==> config.mk <==
export PLATFORM = sky130hd
export DESIGN_NAME = lcd_write_engine
export DESIGN_NICKNAME = d
export VERILOG_FILES = /design/src/rtl/lcd_write_engine.sv
export SDC_FILE = /design/constraint.sdc
export NUM_CORES = 1
export LEC_CHECK = 0
export ABC_AREA = 1
export CAP_MARGIN = 20
export CORE_AREA = 2 2 99 101
export CTS_CLUSTER_SIZE = 12
export DETAILED_ROUTE_END_ITERATION = 10
export DIE_AREA = 0 0 101 103
export GPL_TIMING_DRIVEN = 0
export PLACE_DENSITY_LB_ADDON = 0.12
export REMOVE_ABC_BUFFERS = 1
export SETUP_SLACK_MARGIN = 0.1
export SLEW_MARGIN = 20
export SYNTH_ARGS = -nofsm -noshare
export SYNTH_HDL_FRONTEND = slang
export SYNTH_SLANG_ARGS = --single-unit
==> constraint.sdc <==
create_clock -name Clock -period 4.83 [get_ports Clock]
set_input_delay 0.966 -clock Clock [delete_from_list [all_inputs] [get_ports Clock]]
set_output_delay 0.966 -clock Clock [all_outputs]
set_load 0.03 [all_outputs]
==> src/rtl/lcd_write_engine.sv <==
// HD44780 4-bit write engine: power-on init sequence, then a one-byte command/data write port.
// Optional LCD_LONG_CMD_EN: clear/home commands (0x01..0x03, RS=0) wait T_CLEAR instead of T_CMD.
module lcd_write_engine #(
    parameter int unsigned T_POWERON    = 750000,
    parameter int unsigned T_INIT_A     = 205000,
    parameter int unsigned T_INIT_B     = 5000,
    parameter int unsigned T_CMD        = 2000,
    parameter int unsigned T_CLEAR      = 82000,
    parameter int unsigned E_PULSE      = 12,
    parameter int unsigned NIBBLE_GAP   = 50,
    parameter logic [7:0]  ENTRY_MODE   = 8'h06,
    parameter logic [7:0]  DISPLAY_CTRL = 8'h0C
) (
    input  logic       Clock,
    input  logic       Reset,
    input  logic       iWrite,
    input  logic       iRS,
    input  logic [7:0] iData,
    output logic       oReady,
    output logic       oInitDone,
    output logic       oLCD_Enabled,
    output logic       oLCD_RegisterSelect,
    output logic       oLCD_ReadWrite,
    output logic       oLCD_StrataFlashControl,
    output logic [3:0] oLCD_Data
);

    typedef enum logic [2:0] {
        ST_PWR_WAIT,
        ST_SETUP,
        ST_E_HIGH,
        ST_HOLD,
        ST_GAP,
        ST_EXEC,
        ST_IDLE
    } state_t;

    state_t      r_state, w_state_next;
    logic [31:0] r_cnt, w_cnt_next;
    logic        r_armed, w_armed_next;
    logic [2:0]  r_step, w_step_next;
    logic [7:0]  r_byte, w_byte_next;
    logic        r_rs, w_rs_next;
    logic        r_lo, w_lo_next;
    logic        r_single, w_single_next;
    logic        r_init_done, w_init_done_next;
    logic        r_e;
    logic [3:0]  r_data;
    logic        w_long_cmd;
    logic [31:0] w_exec_len;

    // Init table entry: {single-nibble flag, byte}; single-nibble items send only byte[3:0].
    function automatic logic [8:0] init_item(input logic [2:0] step);
        case (step)
            3'd0, 3'd1, 3'd2: init_item = {1'b1, 8'h03};
            3'd3:             init_item = {1'b1, 8'h02};
            3'd4:             init_item = {1'b0, 8'h28};
            3'd5:             init_item = {1'b0, ENTRY_MODE};
            3'd6:             init_item = {1'b0, DISPLAY_CTRL};
            default:          init_item = {1'b0, 8'h01};
        endcase
    endfunction

`ifdef LCD_LONG_CMD_EN
    assign w_long_cmd = !r_single && !r_rs &&
                        (r_byte == 8'h01 || r_byte == 8'h02 || r_byte == 8'h03);
`else
    assign w_long_cmd = 1'b0;
`endif

    always_comb begin
        w_exec_len = w_long_cmd ? T_CLEAR : T_CMD;
        if (!r_init_done && r_step == 3'd0) begin
            w_exec_len = T_INIT_A;
        end else if (!r_init_done && r_step == 3'd1) begin
            w_exec_len = T_INIT_B;
        end
    end

    always_comb begin
        w_state_next     = r_state;
        w_cnt_next       = (r_cnt != 32'd0) ? r_cnt - 32'd1 : r_cnt;
        w_armed_next     = r_armed;
        w_step_next      = r_step;
        w_byte_next      = r_byte;
        w_rs_next        = r_rs;
        w_lo_next        = r_lo;
        w_single_next    = r_single;
        w_init_done_next = r_init_done;

        case (r_state)
            ST_PWR_WAIT: begin
                // Counter comes out of reset at 0, so the first cycle arms the power-on wait.
                if (!r_armed) begin
                    w_armed_next = 1'b1;
                    w_cnt_next   = T_POWERON - 32'd2;
                end else if (r_cnt == 32'd0) begin
                    w_state_next                 = ST_SETUP;
                    w_step_next                  = 3'd0;
                    {w_single_next, w_byte_next} = init_item(3'd0);
                    w_lo_next                    = w_single_next;
                    w_rs_next                    = 1'b0;
                end
            end
            ST_SETUP:  w_state_next = ST_E_HIGH;
            ST_E_HIGH: if (r_cnt == 32'd0) w_state_next = ST_HOLD;
            ST_HOLD: begin
                if (!r_lo) begin
                    w_state_next = ST_GAP;
                    w_lo_next    = 1'b1;
                end else begin
                    w_state_next = ST_EXEC;
                end
            end
            ST_GAP:    if (r_cnt == 32'd0) w_state_next = ST_SETUP;
            ST_EXEC: begin
                if (r_cnt == 32'd0) begin
                    if (r_init_done) begin
                        w_state_next = ST_IDLE;
                    end else if (r_step == 3'd7) begin
                        w_state_next     = ST_IDLE;
                        w_init_done_next = 1'b1;
                    end else begin
                        w_state_next                 = ST_SETUP;
                        w_step_next                  = r_step + 3'd1;
                        {w_single_next, w_byte_next} = init_item(r_step + 3'd1);
                        w_lo_next                    = w_single_next;
                        w_rs_next                    = 1'b0;
                    end
                end
            end
            ST_IDLE: begin
                if (iWrite) begin
                    w_state_next  = ST_SETUP;
                    w_byte_next   = iData;
                    w_rs_next     = iRS;
                    w_lo_next     = 1'b0;
                    w_single_next = 1'b0;
                end
            end
            default: w_state_next = ST_PWR_WAIT;
        endcase

        // Every state change reloads the shared counter with the new state's length minus one.
        if (w_state_next != r_state) begin
            case (w_state_next)
                ST_E_HIGH: w_cnt_next = E_PULSE - 32'd1;
                ST_GAP:    w_cnt_next = NIBBLE_GAP - 32'd1;
                ST_EXEC:   w_cnt_next = w_exec_len - 32'd1;
                default:   w_cnt_next = 32'd0;
            endcase
        end
    end

    always_ff @(posedge Clock or negedge Reset) begin
        if (!Reset) begin
            r_state <= ST_PWR_WAIT;
        end else begin
            r_state <= w_state_next;
        end
    end

    always_ff @(posedge Clock or negedge Reset) begin
        if (!Reset) begin
            r_cnt       <= 32'd0;
            r_armed     <= 1'b0;
            r_step      <= 3'd0;
            r_byte      <= 8'd0;
            r_rs        <= 1'b0;
            r_lo        <= 1'b0;
            r_single    <= 1'b0;
            r_init_done <= 1'b0;
            r_e         <= 1'b0;
            r_data      <= 4'd0;
        end else begin
            r_cnt       <= w_cnt_next;
            r_armed     <= w_armed_next;
            r_step      <= w_step_next;
            r_byte      <= w_byte_next;
            r_rs        <= w_rs_next;
            r_lo        <= w_lo_next;
            r_single    <= w_single_next;
            r_init_done <= w_init_done_next;
            r_e         <= (w_state_next == ST_E_HIGH);
            // Bus changes only on SETUP entry, so it holds through the hold cycle, gaps and waits.
            if (w_state_next == ST_SETUP) begin
                r_data <= w_lo_next ? w_byte_next[3:0] : w_byte_next[7:4];
            end
        end
    end

    assign oReady                  = (r_state == ST_IDLE);
    assign oInitDone               = r_init_done;
    assign oLCD_Enabled            = r_e;
    assign oLCD_RegisterSelect     = r_rs;
    assign oLCD_ReadWrite          = 1'b0;
    assign oLCD_StrataFlashControl = 1'b1;
    assign oLCD_Data               = r_data;

endmodule

## Yosys cells after proc, flatten, opt, wreduce, memory -nomap -nowiden

Index checks and enable logic that the tools add are counted.

- Output and inout port bits: 10
- Input bits: 12
- Flip-flop bits (word level): 55
- Word-level logic and storage cells: 99

- Eq/ne operators: 25
- Muxes and demuxes: 47
- $add $sub $neg: 3
- Reductions and logical operators: 14

Operators with widths:

| cell | number |
|---|---|
| $mux 32 | 5 |
| $pmux 32 s3 | 1 |
| $sub 32x1->32 const B | 2 |
| $mux 8 | 6 |
| $pmux 9 s5 | 1 |
| $mux 3 | 12 |
| $logic_not 32->1 | 1 |
| $reduce_bool 32->1 | 1 |
| $eq 3x3->1 const B | 9 |
| $pmux 8 s3 | 1 |
| $pmux 3 s7 | 1 |
| $eq 3x2->1 const B | 5 |
| $mux 1 | 15 |
| $mux 13 | 1 |
| $eq 3x1->1 const B | 4 |
| $ne 2x2->1 const B | 6 |
| $logic_not 3->1 | 3 |
| $reduce_and 7->1 | 1 |
| $pmux 3 s2 | 1 |
| $reduce_and 6->1 | 1 |
| $mux 4 | 1 |
| $pmux 1 s4 | 1 |
| $add 3x1->3 const B | 1 |
| $ne 3x3->1 | 1 |
| 7 further kinds | 8 |

## Longest topological paths before layout

Gate-level depths: netlist (run 1).

- Depth after elaboration: 9
- Gate-level depth with buffers: 17
- Mapped depth without buffers: 16

## Least setup slack after synthesis (run 1)

OpenSTA, ideal clock, no wires.

- Kind: reg-to-reg
- Start: reg r_cnt[0]
- End: reg r_cnt[2]
- Arrival time: 1.836 ns
- Slack: 2.867 ns
- Path buffers: 2
- Library setup time: 0.127 ns
- Period minus slack after synthesis: 1.963 ns
- Data required time: 4.703 ns
- Cell stages (with the launch flop): 16
- Path through: dfrtp_1 inv_1 ha_1 nand2_2 nor2_4 nand2_1 nor2_2 buf_6 nand2_4 nand2_4 nand3_4 nand2_2 nand2_4 nand3_4 buf_6 o21ai_1

- Longest elaborated chain between the ends: 7
- Elaborated cells on any way between the ends: 17
- Those cells by class: add/sub: 1; eq/ne: 4; mux: 10; reduce/logical: 2

RTL lines:

| item | line | RTL |
|---|---|---|
| start: declaration | 39 | `logic [31:0] r_cnt, w_cnt_next;` |
| start signal: assignment | 176 | `r_cnt <= w_cnt_next;` |
| $logic_not 32->1 (*) | n/a |  |
| $mux 3 | 97, 115 |  |
| $mux 3 | 94 | `if (!r_armed) begin` |
| $pmux 3 s7 (*) | 91 | `case (r_state)` |
| named net w_state_next[2] | 38 | `state_t r_state, w_state_next;` |
| $eq 3x3->1 / $eq 3x2->1 (equally long branches) | 146 | `case (w_state_next)` |
| $pmux 32 s3 | 146 |  |
| $mux 32 (*) | 145 | `if (w_state_next != r_state) begin` |
| named net w_cnt_next[2] | 39 |  |

The timed path passes the listed nets; every way through them passes the cells marked *.
A chain may end at the register's enable or synchronous reset.

## Worst setup path in the final report (run 1)

- Start: reg r_cnt[0]
- End: reg r_cnt[9]

The elaborated chain is that of the path after synthesis.

==> results of run 1 <==
==> cell usage after synthesis <==
master    number
a211oi_1       1
a21oi_1       17
a22oi_1        1
buf_12         1
buf_2          1
buf_4          2
buf_6          3
clkbuf_1       1
clkinv_1       1
conb_1         2
dfrtp_1       55
ha_1           7
inv_1         51
inv_2          2
nand2_1      142
nand2_2       12
nand2_4        5
nand3_1       26
nand3_2        2
nand3_4        2
nand4_1       14
nor2_1        72
nor2_2        12
nor2_4         3
nor3_1         3
nor3_2         8
nor4_1         6
o211ai_1       5
o21a_1         1
o21ai_0       15
o21ai_1       10
o21ai_2        1
o22ai_1        1
o31a_1         1
o31ai_1        1
or2_2          6
xnor2_1        4
xor2_1        12
==> state kept, by name, indices dropped and copies added (netlist names) <==
| name | count |
|---|---|
| oInitDone | 1 |
| r_byte | 8 |
| oLCD_Data | 4 |
| r_lo | 1 |
| oLCD_Enabled | 1 |
| oLCD_RegisterSelect | 1 |
| r_armed | 1 |
| r_state | 3 |
| r_cnt | 32 |
| r_step | 3 |
==> kinds of logic after synthesis <==
group	count (synthesis)	share of synthesized area (%)
simple gates	313	40.4
compound gates	54	8.20
other cells	2	0.204
xor+xnor	16	3.81
buf+inv	62	7.62
flops	55	37.4
fa+ha+maj	7	2.38
==> where the power goes <==
part	total, W	internal [W]	switching, W
Clock	0.000326	0.000168	0.000158
Combinational	0.0000217	0.00000923	0.0000125
Sequential	0.000460	0.000460	0
Total	0.000808	0.000638	0.000170
==> cell type report <==
type                       count  area (um^2)  share of cell area (%)
tap                          114          143                    3.50
inverter                      54          203                    4.98
clock inverter                 2         35.0                   0.861
timing repair buffer          20          208                    5.10
sequential                    55         1380                    33.8
multi-input combinational    392         2020                    49.7
clock buffer                   6         82.6                    2.03
==> critical path, delay by kind of cell (launching register included) <==
kind / cells / cell delay, ps
AO/OA/AOI/OAI: 1 / 110
AND/OR/NAND/NOR: 9 / 1710
flip-flops: 1 / 390
buffers and inverters: 2 / 330
adder cells (fa/ha/maj): 1 / 210
==> final timing paths <==
path,endpoint,depth (start not counted),start
worst max-delay path,r_cnt[9],13,r_cnt[0]
worst min-delay path,r_byte[4],2,r_byte[4]
worst max register to register,r_cnt[9],13,r_cnt[0]
worst min register to register,r_byte[4],2,r_byte[4]
max in group asynchronous,r_cnt[6],2,Reset
min in group asynchronous,r_cnt[20],1,Reset
==> metrics by stage <==
| step | setup slack [ps] | instances | util [%] | hold slack, ps |
|---|---|---|---|---|
| after CTS | 1950 | 643 | 43.0 | 488 |
| after floorplan | 2600 | 501 | - | 438 |
| final | 1960 | 643 | 43.0 | 477 |
| after global placement | 967 | 634 | 41.6 | 458 |
| after global routing | 1660 | 643 | 43.0 | 504 |
| after detailed placement | 1970 | 635 | 41.8 | 461 |
==> routing by layer <==
metal / up-vias / routed length (um) / share of wire [%]
met1: 1517 / 4170 / 45
met3: 11 / 282 / 3.1
met4: 0 / 124 / 1.3
li1: 1671 / - / -
met2: 55 / 4640 / 50
met5: - / 0 / 0
==> out/metrics.yaml, run 1 <==
grt_busiest_layer: "met2"
drive_gt1_share_pct: 11.9
grt_pass1_wl_mm: 16.0
postCtsSetupRepairBufs: 0
fin_area_mm2: 0.00407
mostFrequentLayoutCells: "nand2_1 (142), nor2_1 (72), dfrtp_1 (55)"
gr-usage-met3_pct: 2.58
syn_to_final_growth_pct: 10.6
cts_tree: "yes"
grt-ovfl-total: 0
yosys-top-cells-area: "dfrtp_1 (37%), nand2_1 (14%), nor2_1 (7.3%)"
startpoint_type: "register"
p_leak_nw: 2.00
numCtsBuffers: 5
cts_resized: 0
die_y_um: 103
crit_required_ps: 5010
worstPathArrival_ps: 3050
yosys_warnings: 0
cts.sinks: 55
worstPathCellList: "inv_1, ha_1, nand2_2, nor2_4, nand2_1, nor2_2, inv_1, nand2_1, nand3_4, nand2_2, nand2_4, nand3_4, o21ai_1"
clock_skew_ps: 10.3
ys_ff_latch: 55
cts-root-buf: "clkbuf_8"
status: "finished, final reports clean"
setup_viol: 0
gp_congestion: 0.885
synth_area_mm2: 0.00368
netlist.top_cell.by_area: "dfrtp_1"
synth_area_per_cell_um2: 7.23
drt_iter0_drc: 124
rows: 36
wire_per_inst_um: 14.3
core-area_mm2: 0.00946
max_stage_delay_ps: 540
grt_use_met1_pct: 24.1
synth_top_area_share_pct: 37.4
cellPowerDensity_mw_per_mm2: 198
grt_pass1_vias: 3360
maxSlewHeadroom_pct: 55.4
p_total_w: 0.000808
cp_max_fo: 30
final_common_cell: "nand2_1"
fill_cells: 1009
vias: 3254
dp_hpwl_mm: 7.10
end_kind: "register"
drv_cap: 0
hold_path_class: "register to register"
tns_ps: 0
dieWidth_um: 101
antenna_found_initial: 0
ys_types: 38
nNetsFinal: 547
worstSetupPathType: "register to register"
io_buffer_count: 19
diodes: 0
tightestPinTransition_ps: 668
grtUsageTotal_pct: 19.4
crit_path_top_delay_cell: "nor2_2"
rsz0062_at_grt: "false"
drc: 0
ant_nets: 0
die_area_mm2: 0.0104
first_pass_iters: 4
viasPerCell: 5.06
period_share_pct: 59.4
final_max_slew_viol_count: 0
placed_cell_area_mm2: 0.00395
io-pin-count: 22
insertion_delay_ps: 310
ctsHoldBuffers: 0
cts_buffer_depth: 2
use_met2_pct: 35.6
ys_seq_area_share_pct: 37.4
htreeDepth: 2
clkTransAtPathRegs_ps: 110
drt-total-wl_mm: 9.22
start_util_pct: 38.9
hold_viol: 0
r2r_setup_slack_ps: 1960
max_freq_mhz: 349
grt_max_degree: 40
fin_crit_ps: 2870
netlist_instances: 509
worst_ir_drop_vdd_mv: 0.112
No activity file was read; power rests on OpenSTA's default activity.
==> run 2: changes to the inputs <==
- clock period: 4.83 -> 2.3 ns (I/O delays scaled with it)
==> run 2 against run 1 <==
Effect of this change:
- core utilization up 5.4 points
- sequential power up 110%
- non-clock buffer count up 31
- combinational power up 120%
- register-to-register slack worse by 1800 ps
- setup slack worse by 1800 ps
==> out/metrics.yaml, run 2 (synthesis results as in run 1) <==
insertion_delay_ps: 310  # about the same
final_max_slew_viol_count: 0  # unchanged
die_area_mm2: 0.0104  # unchanged
grt_pass1_vias: 3452  # +2.7%
die_y_um: 103  # unchanged
ant_nets: 0  # unchanged
mostFrequentLayoutCells: "nand2_1 (139), nor2_1 (57), dfrtp_1 (52)"
crit_required_ps: 2560  # -2450 ps
diodes: 0  # unchanged
start_util_pct: 38.9  # unchanged
dp_hpwl_mm: 7.10  # unchanged
first_pass_iters: 4  # unchanged
cts_buffer_depth: 2  # unchanged
tns_ps: 0  # unchanged
clkTransAtPathRegs_ps: 110  # about the same
crit_top_cell: "nand2_4"
hold_path_class: "register to register"
rsz0062_at_grt: "true"
max_freq_mhz: 464  # +33%
hold_viol: 0  # unchanged
viasPerCell: 5.15  # +1.8%
drt_iter0_drc: 175  # +41%
period_share_pct: 93.6  # +34 points
worstSetupPathType: "register to register"
p_leak_nw: 2.23  # +12%
rows: 36  # unchanged
cp_max_fo: 7  # -77%
numCtsBuffers: 5  # unchanged
startpoint_type: "register"
drive_gt1_share_pct: 22.4  # +11 points
status: "finished, final reports clean"
setup_viol: 0  # unchanged
gp_congestion: 0.885  # unchanged
fin_crit_ps: 2150  # -716 ps
final_common_cell: "nand2_1"
grt_pass1_wl_mm: 16.8  # +4.6%
clock_skew_ps: 9.13  # -1.13 ps
fin_util_pct: 48.4  # +5.4 points
fill_cells: 964  # -4.5%
dieWidth_um: 101  # unchanged
cellPowerDensity_mw_per_mm2: 374  # +88%
cts_tree: "yes"
nNetsFinal: 580  # +6.0%
io_buffer_count: 19  # unchanged
io-pin-count: 22  # unchanged
cp_top_family: "simple AND/OR/NAND/NOR gates"
crit_path_top_delay_cell: "dfrtp_1"
multi_input_area_mm2: 0.00225  # +11%
worstPathCellList: "nor2_2, nand2_1, nor2_2, nand2_2, nor2_4, buf_6, nand2_4, nand2_4, nand3_4, nand2_4, nand2_8, nand3_4, buf_12, nand2_2, nand2_1"
grt_max_degree: 40  # unchanged
antenna_found_initial: 0  # unchanged
place_ws_ps: -557  # -2530 ps
vias: 3484  # +7.1%
cp_num_buf_inv: 2  # unchanged
fin_ws_ps: 146  # -1810 ps
drc: 0  # unchanged
cts.sinks: 55  # unchanged
drt-total-wl_mm: 10.4  # +13%
top_register: "r_cnt"
placedCellCount: 635  # unchanged
htreeDepth: 2  # unchanged
final_cells: 676  # +5.1%
drv_cap: 0  # unchanged
wire_per_inst_um: 15.5  # +7.8%
largest_reg_flops: 32  # unchanged
end_kind: "register"
syn_to_final_growth_pct: 24.4
worstPathArrival_ps: 2410  # -640 ps
core-area_mm2: 0.00946  # unchanged
worst_ir_drop_vdd_mv: 0.247  # +120%
regArea_mm2: 0.00138  # +0.27%
max_stage_delay_ps: 450  # -90 ps
grtUsageTotal_pct: 20.5  # +1.1 points
grt-ovfl-total: 0  # unchanged
cts-root-buf: "clkbuf_8"
-- run 2: changes by cell type in the layout (fill, tap and decap cells not counted), sizes merged --
| cell | before | now |
|---|---|---|
| clkbuf | 6 | 7 |
| dlygate4sd3 | 0 | 1 |
| buf | 2 | 31 |
| nand3 | 30 | 32 |
| clkdlybuf4s50 | 18 | 17 |
| clkdlybuf4s15 | 0 | 1 |
-- run 2: metrics by stage --
step | area [um^2] | hold WS (ps) | total power (W)
6_report | 4580 | 477 | 0.00171
3_5_place_dp | 3950 | 347 | 0.00103
2_1_floorplan | 3600 | 164 | 0.000990
5_1_grt | 4580 | 504 | 0.00178
3_3_place_gp | 3940 | 458 | 0.00103
4_1_cts | 4220 | 488 | 0.00173
-- run 2: path summary, 6_finish.rpt --
path	start	end	slack (ps)	depth (start not counted)
min in group asynchronous	Reset	r_cnt[23]	540	2
worst max register to register	r_cnt[26]	r_cnt[0]	150	15
worst min-delay path	r_byte[4]	r_byte[4]	480	2
worst max-delay path	r_cnt[26]	r_cnt[0]	150	15
worst min register to register	r_byte[4]	r_byte[4]	480	2
max in group asynchronous	Reset	r_cnt[13]	1270	3
-- run 2: cell type report --
class                      instances  share of cell area, %
tap                              114                   3.12
clock inverter                     2                  0.765
timing repair buffer              51                   10.5
inverter                          54                   4.51
clock buffer                       6                   1.80
multi-input combinational        394                   49.2
sequential                        55                   30.2
-- run 2: worst min-delay path, cell delays in order (launching register included) --
cell and delay [ps]:
dfrtp_1 340, nand2_1 50, nand2_1 60
-- run 2: layer usage --
| metal | track usage (%) | routed length [um] | vias to the layer above |
|---|---|---|---|
| li1 | - | - | 1734 |
| met1 | 25.7 | 4590 | 1648 |
| met2 | 36.7 | 5260 | 83 |
| met3 | 2.64 | 361 | 19 |
| met4 | 6.86 | 244 | 0 |
| met5 | 0 | 0 | - |
-- run 2: what timing repair did --
action                                  4_1_cts  5_1_grt
hold endpoints to repair                      4        0
pin swaps                                     7       19
endpoints found under the setup margin       47       39
gates cloned                                  2        1
resized for setup                            15       47
hold buffers                                  1        0
setup buffers                                 7       22
-- run 2: report_power, final --
group / switching (W) / internal [W]
sequential: 0 / 0.000966
clock: 0.000343 / 0.000354
combinational: 0.0000266 / 0.0000205
total: 0.000370 / 0.00134
